===== src/rtl/uart_pkg.sv =====
// uart_pkg: register map, bit indices, state encodings and constants for uart_mmio
package uart_pkg;
  localparam logic [1:0] A_DATA = 2'd0, A_STATUS = 2'd1, A_CTRL = 2'd2, A_DIV = 2'd3;
  localparam int S_RX_EMPTY = 0, S_RX_FULL = 1, S_TX_EMPTY = 2, S_TX_FULL = 3, S_TX_BUSY = 4;
  localparam int S_OVR = 5, S_FERR = 6, S_PERR = 7;
  localparam int C_STOP2 = 2, C_RX_IRQ = 3, C_TX_IRQ = 4, C_LOOP = 5;
  localparam logic [15:0] DIV_MIN = 16'd4;
  typedef enum logic [1:0] {PAR_NONE = 2'b00, PAR_EVEN = 2'b01, PAR_ODD = 2'b10, PAR_NONE2 = 2'b11} parity_t;
  typedef enum logic [2:0] {TX_IDLE, TX_START, TX_DATA, TX_PARITY, TX_STOP} tx_state_t;
  typedef enum logic [2:0] {RX_IDLE, RX_START, RX_DATA, RX_PARITY, RX_STOP} rx_state_t;
  function automatic logic par_en(parity_t p);
    return p == PAR_EVEN || p == PAR_ODD;
  endfunction
endpackage


===== src/rtl/uart_fifo.sv =====
// uart_fifo: synchronous FIFO; push on full succeeds only alongside a pop, pop on empty is ignored
module uart_fifo #(
  parameter int W = 8,
  parameter int DEPTH = 16,
  localparam int AW = $clog2(DEPTH)
) (
  input  logic          clk,
  input  logic          rst,
  input  logic          push,
  input  logic          pop,
  input  logic [W-1:0]  din,
  output logic [W-1:0]  dout,
  output logic [AW:0]   count,
  output logic          empty,
  output logic          full
);
  logic [W-1:0] mem [DEPTH];
  logic [AW-1:0] rp, wp;
  logic do_push, do_pop;
  assign empty = count == '0;
  assign full = count == (AW+1)'(DEPTH);
  assign do_pop = pop & ~empty;
  assign do_push = push & (~full | do_pop);
  assign dout = mem[rp];
  // pointer and occupancy tracking
  always_ff @(posedge clk or posedge rst)
    if (rst) begin
      rp <= '0;
      wp <= '0;
      count <= '0;
    end else begin
      if (do_push) wp <= wp + AW'(1);
      if (do_pop) rp <= rp + AW'(1);
      count <= count + (AW+1)'(do_push) - (AW+1)'(do_pop);
    end
  // storage, no reset needed
  always_ff @(posedge clk)
    if (do_push) mem[wp] <= din;
endmodule


===== src/rtl/uart_mmio.sv =====
// uart_mmio: register-mapped UART with FIFOs, runtime divisor, parity, stop bits, flags and irq
module uart_mmio #(
  parameter int DATA_W = 8,
  parameter int DEPTH = 16,
  parameter int DIV_RESET = 521
) (
  input  logic        clk,
  input  logic        rst,
  input  logic [1:0]  addr,
  input  logic        wr,
  input  logic        rd,
  input  logic [31:0] wdata,
  output logic [31:0] rdata,
  input  logic        rx,
  output logic        tx,
  output logic        irq
);
  import uart_pkg::*;
  localparam int CW = $clog2(DEPTH) + 1;
  localparam logic [3:0] LAST = 4'(DATA_W - 1);
  logic [5:0] ctrl;
  logic [15:0] div;
  logic ovr, ferr, perr, set_ovr, set_ferr, set_perr;
  logic [2:0] clr;
  logic tx_push, tx_pop, tx_empty, tx_full, rx_push, rx_pop, rx_empty, rx_full, tx_busy;
  logic [DATA_W-1:0] tx_dout, rx_dout;
  logic [CW-1:0] tx_count, rx_count;
  logic [31:0] status;
  logic rx_s1, rx_s2, unused_ok;
  tx_state_t tx_state, tx_state_n;
  logic [15:0] tx_cnt, tx_cnt_n, tx_div, tx_div_n;
  logic [3:0] tx_idx, tx_idx_n;
  logic [DATA_W-1:0] tx_sh, tx_sh_n;
  logic tx_pen, tx_pen_n, tx_pb, tx_pb_n, tx_stop2, tx_stop2_n, tx_end;
  rx_state_t rx_state, rx_state_n;
  logic [15:0] rx_cnt, rx_cnt_n, rx_div, rx_div_n;
  logic [3:0] rx_idx, rx_idx_n;
  logic [DATA_W-1:0] rx_sh, rx_sh_n;
  logic rx_pen, rx_pen_n, rx_odd, rx_odd_n, rx_pb, rx_pb_n, rx_hit;

  uart_fifo #(.W(DATA_W), .DEPTH(DEPTH)) u_tx_fifo (
    .clk(clk), .rst(rst), .push(tx_push), .pop(tx_pop), .din(wdata[DATA_W-1:0]),
    .dout(tx_dout), .count(tx_count), .empty(tx_empty), .full(tx_full));
  uart_fifo #(.W(DATA_W), .DEPTH(DEPTH)) u_rx_fifo (
    .clk(clk), .rst(rst), .push(rx_push), .pop(rx_pop), .din(rx_sh),
    .dout(rx_dout), .count(rx_count), .empty(rx_empty), .full(rx_full));

  assign tx_push = wr && addr == A_DATA;
  assign rx_pop = rd && addr == A_DATA;
  assign clr = (wr && addr == A_STATUS) ? wdata[7:5] : 3'd0;
  assign tx_busy = tx_state != TX_IDLE;
  assign status = {8'd0, 8'(tx_count), 8'(rx_count), perr, ferr, ovr, tx_busy, tx_full, tx_empty, rx_full, rx_empty};
  assign irq = (ctrl[C_RX_IRQ] & (~rx_empty | ovr | ferr | perr)) | (ctrl[C_TX_IRQ] & tx_empty & ~tx_busy);
  assign unused_ok = ^wdata[31:16];
  assign tx_end = tx_cnt == tx_div - 16'd1;
  assign rx_hit = rx_cnt == 16'd0;

  // control registers and sticky error flags; a set in the same cycle as a clear wins
  always_ff @(posedge clk or posedge rst)
    if (rst) begin
      ctrl <= '0;
      div <= 16'(DIV_RESET);
      {perr, ferr, ovr} <= '0;
    end else begin
      if (wr && addr == A_CTRL) ctrl <= wdata[5:0];
      if (wr && addr == A_DIV) div <= wdata[15:0] < DIV_MIN ? DIV_MIN : wdata[15:0];
      {perr, ferr, ovr} <= {set_perr, set_ferr, set_ovr} | ({perr, ferr, ovr} & ~clr);
    end

  // registered read port; DATA read of an empty FIFO returns zero
  always_ff @(posedge clk or posedge rst)
    if (rst) rdata <= '0;
    else if (rd)
      rdata <= addr == A_DATA ? (rx_empty ? 32'd0 : 32'(rx_dout)) :
               addr == A_STATUS ? status : addr == A_CTRL ? 32'(ctrl) : 32'(div);

  // two-flop synchroniser on the serial input, fed from tx in loopback
  always_ff @(posedge clk or posedge rst)
    if (rst) {rx_s2, rx_s1} <= 2'b11;
    else {rx_s2, rx_s1} <= {rx_s1, ctrl[C_LOOP] ? tx : rx};

  // TX next state; frame settings are captured whenever a character is popped
  always_comb begin
    tx_state_n = tx_state;
    tx_cnt_n = tx_end ? 16'd0 : tx_cnt + 16'd1;
    tx_idx_n = tx_idx;
    tx_sh_n = tx_sh;
    tx_div_n = tx_div;
    tx_pen_n = tx_pen;
    tx_pb_n = tx_pb;
    tx_stop2_n = tx_stop2;
    tx_pop = 1'b0;
    case (tx_state)
      TX_IDLE: begin
        tx_cnt_n = 16'd0;
        tx_pop = ~tx_empty;
      end
      TX_START: if (tx_end) begin
        tx_state_n = TX_DATA;
        tx_idx_n = 4'd0;
      end
      TX_DATA: if (tx_end) begin
        tx_sh_n = tx_sh >> 1;
        tx_idx_n = tx_idx == LAST ? 4'd0 : tx_idx + 4'd1;
        if (tx_idx == LAST) tx_state_n = tx_pen ? TX_PARITY : TX_STOP;
      end
      TX_PARITY: if (tx_end) tx_state_n = TX_STOP;
      TX_STOP: if (tx_end) begin
        if (tx_stop2 && tx_idx == 4'd0) tx_idx_n = 4'd1;
        else if (!tx_empty) tx_pop = 1'b1;
        else tx_state_n = TX_IDLE;
      end
      default: tx_state_n = TX_IDLE;
    endcase
    if (tx_pop) begin
      tx_state_n = TX_START;
      tx_cnt_n = 16'd0;
      tx_idx_n = 4'd0;
      tx_sh_n = tx_dout;
      tx_div_n = div;
      tx_pen_n = par_en(parity_t'(ctrl[1:0]));
      tx_pb_n = ^tx_dout ^ (ctrl[1:0] == PAR_ODD);
      tx_stop2_n = ctrl[C_STOP2];
    end
  end

  // TX state register
  always_ff @(posedge clk or posedge rst)
    if (rst) begin
      tx_state <= TX_IDLE;
      tx_cnt <= '0;
      tx_div <= '0;
      tx_idx <= '0;
      tx_sh <= '0;
      {tx_pen, tx_pb, tx_stop2} <= '0;
    end else begin
      tx_state <= tx_state_n;
      tx_cnt <= tx_cnt_n;
      tx_div <= tx_div_n;
      tx_idx <= tx_idx_n;
      tx_sh <= tx_sh_n;
      {tx_pen, tx_pb, tx_stop2} <= {tx_pen_n, tx_pb_n, tx_stop2_n};
    end

  // serial output follows the current state one cycle later; idles high
  always_ff @(posedge clk or posedge rst)
    if (rst) tx <= 1'b1;
    else tx <= tx_state == TX_START ? 1'b0 : tx_state == TX_DATA ? tx_sh[0] : tx_state == TX_PARITY ? tx_pb : 1'b1;

  // RX next state; down-counter reaches zero at each mid-bit sample point
  always_comb begin
    rx_state_n = rx_state;
    rx_cnt_n = rx_hit ? rx_div - 16'd1 : rx_cnt - 16'd1;
    rx_idx_n = rx_idx;
    rx_sh_n = rx_sh;
    rx_div_n = rx_div;
    rx_pen_n = rx_pen;
    rx_odd_n = rx_odd;
    rx_pb_n = rx_pb;
    rx_push = 1'b0;
    set_ovr = 1'b0;
    set_ferr = 1'b0;
    set_perr = 1'b0;
    case (rx_state)
      RX_IDLE: begin
        rx_cnt_n = (div >> 1) - 16'd1;
        if (!rx_s2) begin
          rx_state_n = RX_START;
          rx_div_n = div;
          rx_pen_n = par_en(parity_t'(ctrl[1:0]));
          rx_odd_n = ctrl[1:0] == PAR_ODD;
        end
      end
      RX_START: if (rx_hit) begin
        rx_state_n = rx_s2 ? RX_IDLE : RX_DATA;
        rx_idx_n = 4'd0;
      end
      RX_DATA: if (rx_hit) begin
        rx_sh_n = {rx_s2, rx_sh[DATA_W-1:1]};
        rx_idx_n = rx_idx + 4'd1;
        if (rx_idx == LAST) rx_state_n = rx_pen ? RX_PARITY : RX_STOP;
      end
      RX_PARITY: if (rx_hit) begin
        rx_pb_n = rx_s2;
        rx_state_n = RX_STOP;
      end
      RX_STOP: if (rx_hit) begin
        rx_state_n = RX_IDLE;
        set_ferr = ~rx_s2;
        set_perr = rx_s2 & rx_pen & ((^rx_sh ^ rx_odd) != rx_pb);
        set_ovr = rx_s2 & ~set_perr & rx_full & ~rx_pop;
        rx_push = rx_s2 & ~set_perr & ~set_ovr;
      end
      default: rx_state_n = RX_IDLE;
    endcase
  end

  // RX state register
  always_ff @(posedge clk or posedge rst)
    if (rst) begin
      rx_state <= RX_IDLE;
      rx_cnt <= '0;
      rx_div <= '0;
      rx_idx <= '0;
      rx_sh <= '0;
      {rx_pen, rx_odd, rx_pb} <= '0;
    end else begin
      rx_state <= rx_state_n;
      rx_cnt <= rx_cnt_n;
      rx_div <= rx_div_n;
      rx_idx <= rx_idx_n;
      rx_sh <= rx_sh_n;
      {rx_pen, rx_odd, rx_pb} <= {rx_pen_n, rx_odd_n, rx_pb_n};
    end
endmodule


===== config.mk =====
export PLATFORM = sky130hd
export DESIGN_NAME = uart_mmio
export DESIGN_NICKNAME = d
export VERILOG_FILES = /design/src/rtl/uart_pkg.sv /design/src/rtl/uart_fifo.sv /design/src/rtl/uart_mmio.sv
export SDC_FILE = /design/constraint.sdc
export NUM_CORES = 1
export LEC_CHECK = 0
export BUFFER_PORTS_ARGS = -buffer_cell sky130_fd_sc_hd__buf_2
export CAP_MARGIN = 20
export CELL_PAD_IN_SITES_DETAIL_PLACEMENT = 0
export CELL_PAD_IN_SITES_GLOBAL_PLACEMENT = 1
export CORE_MARGIN = 2
export CORE_UTILIZATION = 40
export DETAILED_ROUTE_END_ITERATION = 16
export MAX_ROUTING_LAYER = met4
export PLACE_DENSITY = 0.65
export SYNTH_ARGS = -nofsm -noshare
export SYNTH_HDL_FRONTEND = slang
export SYNTH_SLANG_ARGS = --single-unit

===== constraint.sdc =====
create_clock -name clk -period 8.06 [get_ports clk]
set_input_delay 0.806 -clock clk [delete_from_list [all_inputs] [get_ports clk]]
set_output_delay 0.806 -clock clk [all_outputs]
set_load 0.01 [all_outputs]

==> flow_summary.json <==
{
  "place_hpwl_um": 28500,
  "core_area_sq_mm": 0.0476,
  "setup_ws_ns": 3.20,
  "ant_nets": 0,
  "maxSlewViolCount": 0,
  "start_util_pct": 40.5,
  "cts_buffer_depth": 3,
  "vias": 11200,
  "cpLargestDelayFamily": "compound AO/OA/AOI/OAI gates",
  "antennaDiodeCount": 0,
  "clk_latency_ns": 0.60,
  "max_freq_mhz": 206,
  "r2r-start": "tx_div[2]",
  "critPathLaunchType": "flop",
  "grt_pass1_vias": 11300,
  "grt_pass1_wl_um": 68400,
  "cts_max_level": 2,
  "crit_start": "tx_div[2]",
  "slew_headroom_pct": 34.5,
  "antenna_found_initial": 0,
  "synthDistinctLibCells": 76,
  "dr.pass1.iters": 5,
  "num_rows": 80,
  "hold_buffers": 0,
  "drt-initial-drc-count": 772,
  "cp.arrival_ns": 5.38,
  "gp_routability_congestion": 0.796,
  "path_cells": "nor4_4, nand4_1, mux2_2, o211ai_1, a2111oi_4, buf_4, a22oi_4, inv_2, ha_1, inv_1, ha_1, fa_1, a21oi_1, nor2_1, nor2_1, xnor2_1",
  "ys.flop_type": "edfxtp_1",
  "avgViaCountPerCell": 5.35,
  "fin_crit_sh_pct": 60.3,
  "maxCapViolCount": 0,
  "slowest_delay_ns": 0.65,
  "wl_um": 43300,
  "finalClockSkew_ns": 0.0244,
  "fp.dieW_um": 224,
  "ys.warnings.count": 0,
  "syn2layout_area_growth_pct": 12.7,
  "critPathBufInv": 3,
  "grtUsageTotal_pct": 18.5,
  "fin_nets": 1511,
  "numCtsBuffers": 47,
  "synthCells": 1394,
  "worst_hold_path_type": "primary input to asynchronous set/reset pin",
  "worst_slew_pin_slew_ns": 0.982,
  "postCtsSetupBuffers": 0,
  "required_ns": 8.58,
  "synth-seq-area-share_pct": 62.6,
  "io_pins": 73,
  "async_flop_share_pct": 40.6,
  "die-area_sq_mm": 0.0500,
  "critPathSlowestCell": "a22oi_4",
  "avgSynthCellArea_sq_um": 13.8,
  "fin_crit_ns": 4.86,
  "cts-resized-gates": 0,
  "syn-cell-area_sq_mm": 0.0193,
  "clkTransAtPathRegs_ns": 0.06,
  "fin_setup_tns_ns": 0,
  "setup_violations": 0,
  "grt_start_max_net_pins": 104,
  "wl_per_cell_um": 20.7,
  "path_class": "flop to flop",
  "synth-seq-cells": 431,
  "grt_remaining_overflow": 0,
  "power_density_mw_per_mm2": 311,
  "status": "finished clean",
  "hold_viol": 0,
  "tritoncts": "done",
  "synth_edf_count": 256,
  "drcViolationCount": 0,
  "ir_drop_mv": 0.242,
  "cts_root_buf": "clkbuf_16",
  "io_buffers": 45,
  "cts_num_sinks": 431,
  "pre_cts_ws_ns": 3.13,
  "rsz0062_at_grt": "no",
  "p_leak_uw": 0.00833,
  "drive_above_1_share_pct": 18.8,
  "die_h_um": 224,
  "end_kind": "flop",
  "critPathMaxFanout": 40
}
-- kinds of logic (layout without fill, tap and decap cells) --
family	Yosys count	after routing	share of synthesized area [%]
xor+xnor	83	83	3.99
other cells	1	11	0.0194
mux	154	154	12.0
compound gates	195	195	7.08
buf+inv	133	208	3.04
flops	431	431	62.6
fa+ha+maj	31	31	2.09
simple gates	366	366	9.21
-- placed cells by master (no fill, tap or decap), types with 11 or more instances in the layout --
cell type / instances
and2_1: 11
o2bb2ai_1: 13
nor3_1: 20
nand3_1: 41
nor4_1: 20
mux2i_1: 46
mux2_2: 52
xnor2_1: 53
a221oi_1: 19
mux4_2: 56
o21ai_0: 50
ha_1: 29
nor2_1: 82
a31oi_1: 15
conb_1: 11
buf_2: 45
inv_1: 46
buf_4: 27
clkbuf_16: 47
xor2_1: 26
edfxtp_1: 256
nand2_1: 122
dfrtp_1: 167
clkbuf_1: 13
a21oi_1: 31
-- path summary, 6_finish.rpt --
| kind | endpoint | slack [ns] | cells past startpoint |
|---|---|---|---|
| min reg2reg | rx_s2 | 0.36 | 0 |
| min | div[10] | 0.36 | 2 |
| max in group asynchronous | u_tx_fifo.rp[0] | 6.17 | 3 |
| max | u_tx_fifo.count[4] | 3.20 | 16 |
| max reg2reg | u_tx_fifo.count[4] | 3.20 | 16 |
| min in group clk | rx_s2 | 0.36 | 0 |
-- sequential cells by signal (all words and copies together), names as in the netlist, 5 cells and up --
name	flops
rx_sh	8
tx_cnt	16
rdata	21
ctrl	6
rx_div	16
u_rx_fifo.mem	128
u_tx_fifo.count	5
u_rx_fifo.count	5
u_tx_fifo.mem	128
rx_cnt	16
tx_sh	8
tx_div	16
div	16
-- power by group --
part	internal, uW	switching (uW)	leakage [uW]
Clock	1310	885	0.000767
Sequential	2610	335	0.00445
Combinational	761	849	0.00311
Total	4680	2070	0.00833
-- Yosys cell counts (all sizes together), types with 6 or more instances --
cell type | instances | area, sq um
inv | 48 | 180
nor3 | 22 | 115
mux2i | 46 | 460
a21oi | 31 | 155
nand3 | 42 | 223
nor2 | 82 | 308
and3 | 11 | 73.8
ha | 29 | 363
buf | 33 | 209
mux2 | 52 | 586
dfrtp | 169 | 4230
clkbuf | 51 | 193
a21o | 8 | 60.1
xor2 | 26 | 228
edfxtp | 256 | 7690
a311o | 6 | 60.1
nand2 | 124 | 470
nand3b | 6 | 45.0
mux4 | 56 | 1260
nand2b | 7 | 43.8
a22oi | 9 | 81.3
nor2b | 9 | 56.3
nor4 | 23 | 165
a221oi | 19 | 166
o211ai | 7 | 52.6
and2 | 12 | 75.1
dfstp | 6 | 158
a211oi | 6 | 45.0
o21ai | 50 | 250
o2bb2ai | 13 | 114
xnor2 | 55 | 497
a31oi | 16 | 115
nand4 | 10 | 62.6
-- layout make-up --
class,count,area [sq um]
well taps,615,769
multi-input cells,840,6670
clock inverters,20,265
repair buffers,72,428
fillers,4190,25900
inverters,49,193
clock buffers,67,1320
flip-flops and latches,431,12100
-- layer usage --
layer | up-vias | global-route usage [%] | wire, um
li1 | 5295 | - | -
met1 | 5647 | 25.0 | 19800
met2 | 194 | 29.1 | 20800
met3 | 65 | 2.73 | 1650
met4 | 0 | 5.83 | 1020
met5 | - | - | 0
-- worst register-to-register path, cell delays in order, from the launching register on --
cell and delay (ns):
dfrtp_1 0.48, nor4_4 0.49, nand4_1 0.20, mux2_2 0.32
o211ai_1 0.30, a2111oi_4 0.07, buf_4 0.22, a22oi_4 0.66
inv_2 0.51, ha_1 0.45, inv_1 0.04, ha_1 0.21
fa_1 0.41, a21oi_1 0.16, nor2_1 0.05, nor2_1 0.11
xnor2_1 0.12
-- through the flow --
stage                     hold slack (ns)  utilization [%]  total power [uW]  std cells  instance area, sq um
after global routing                0.363             45.6              7150       2094                 21700
after floorplan                     0.345                -              4200       1404                 19300
after detailed placement            0.348             42.3              4620       2007                 20100
final                               0.355             45.6              6750       2094                 21700
after global placement              0.347             42.3              4590       2007                 20100
after CTS                           0.356             45.6              6830       2094                 21700
(Power assumes the default switching activity.)
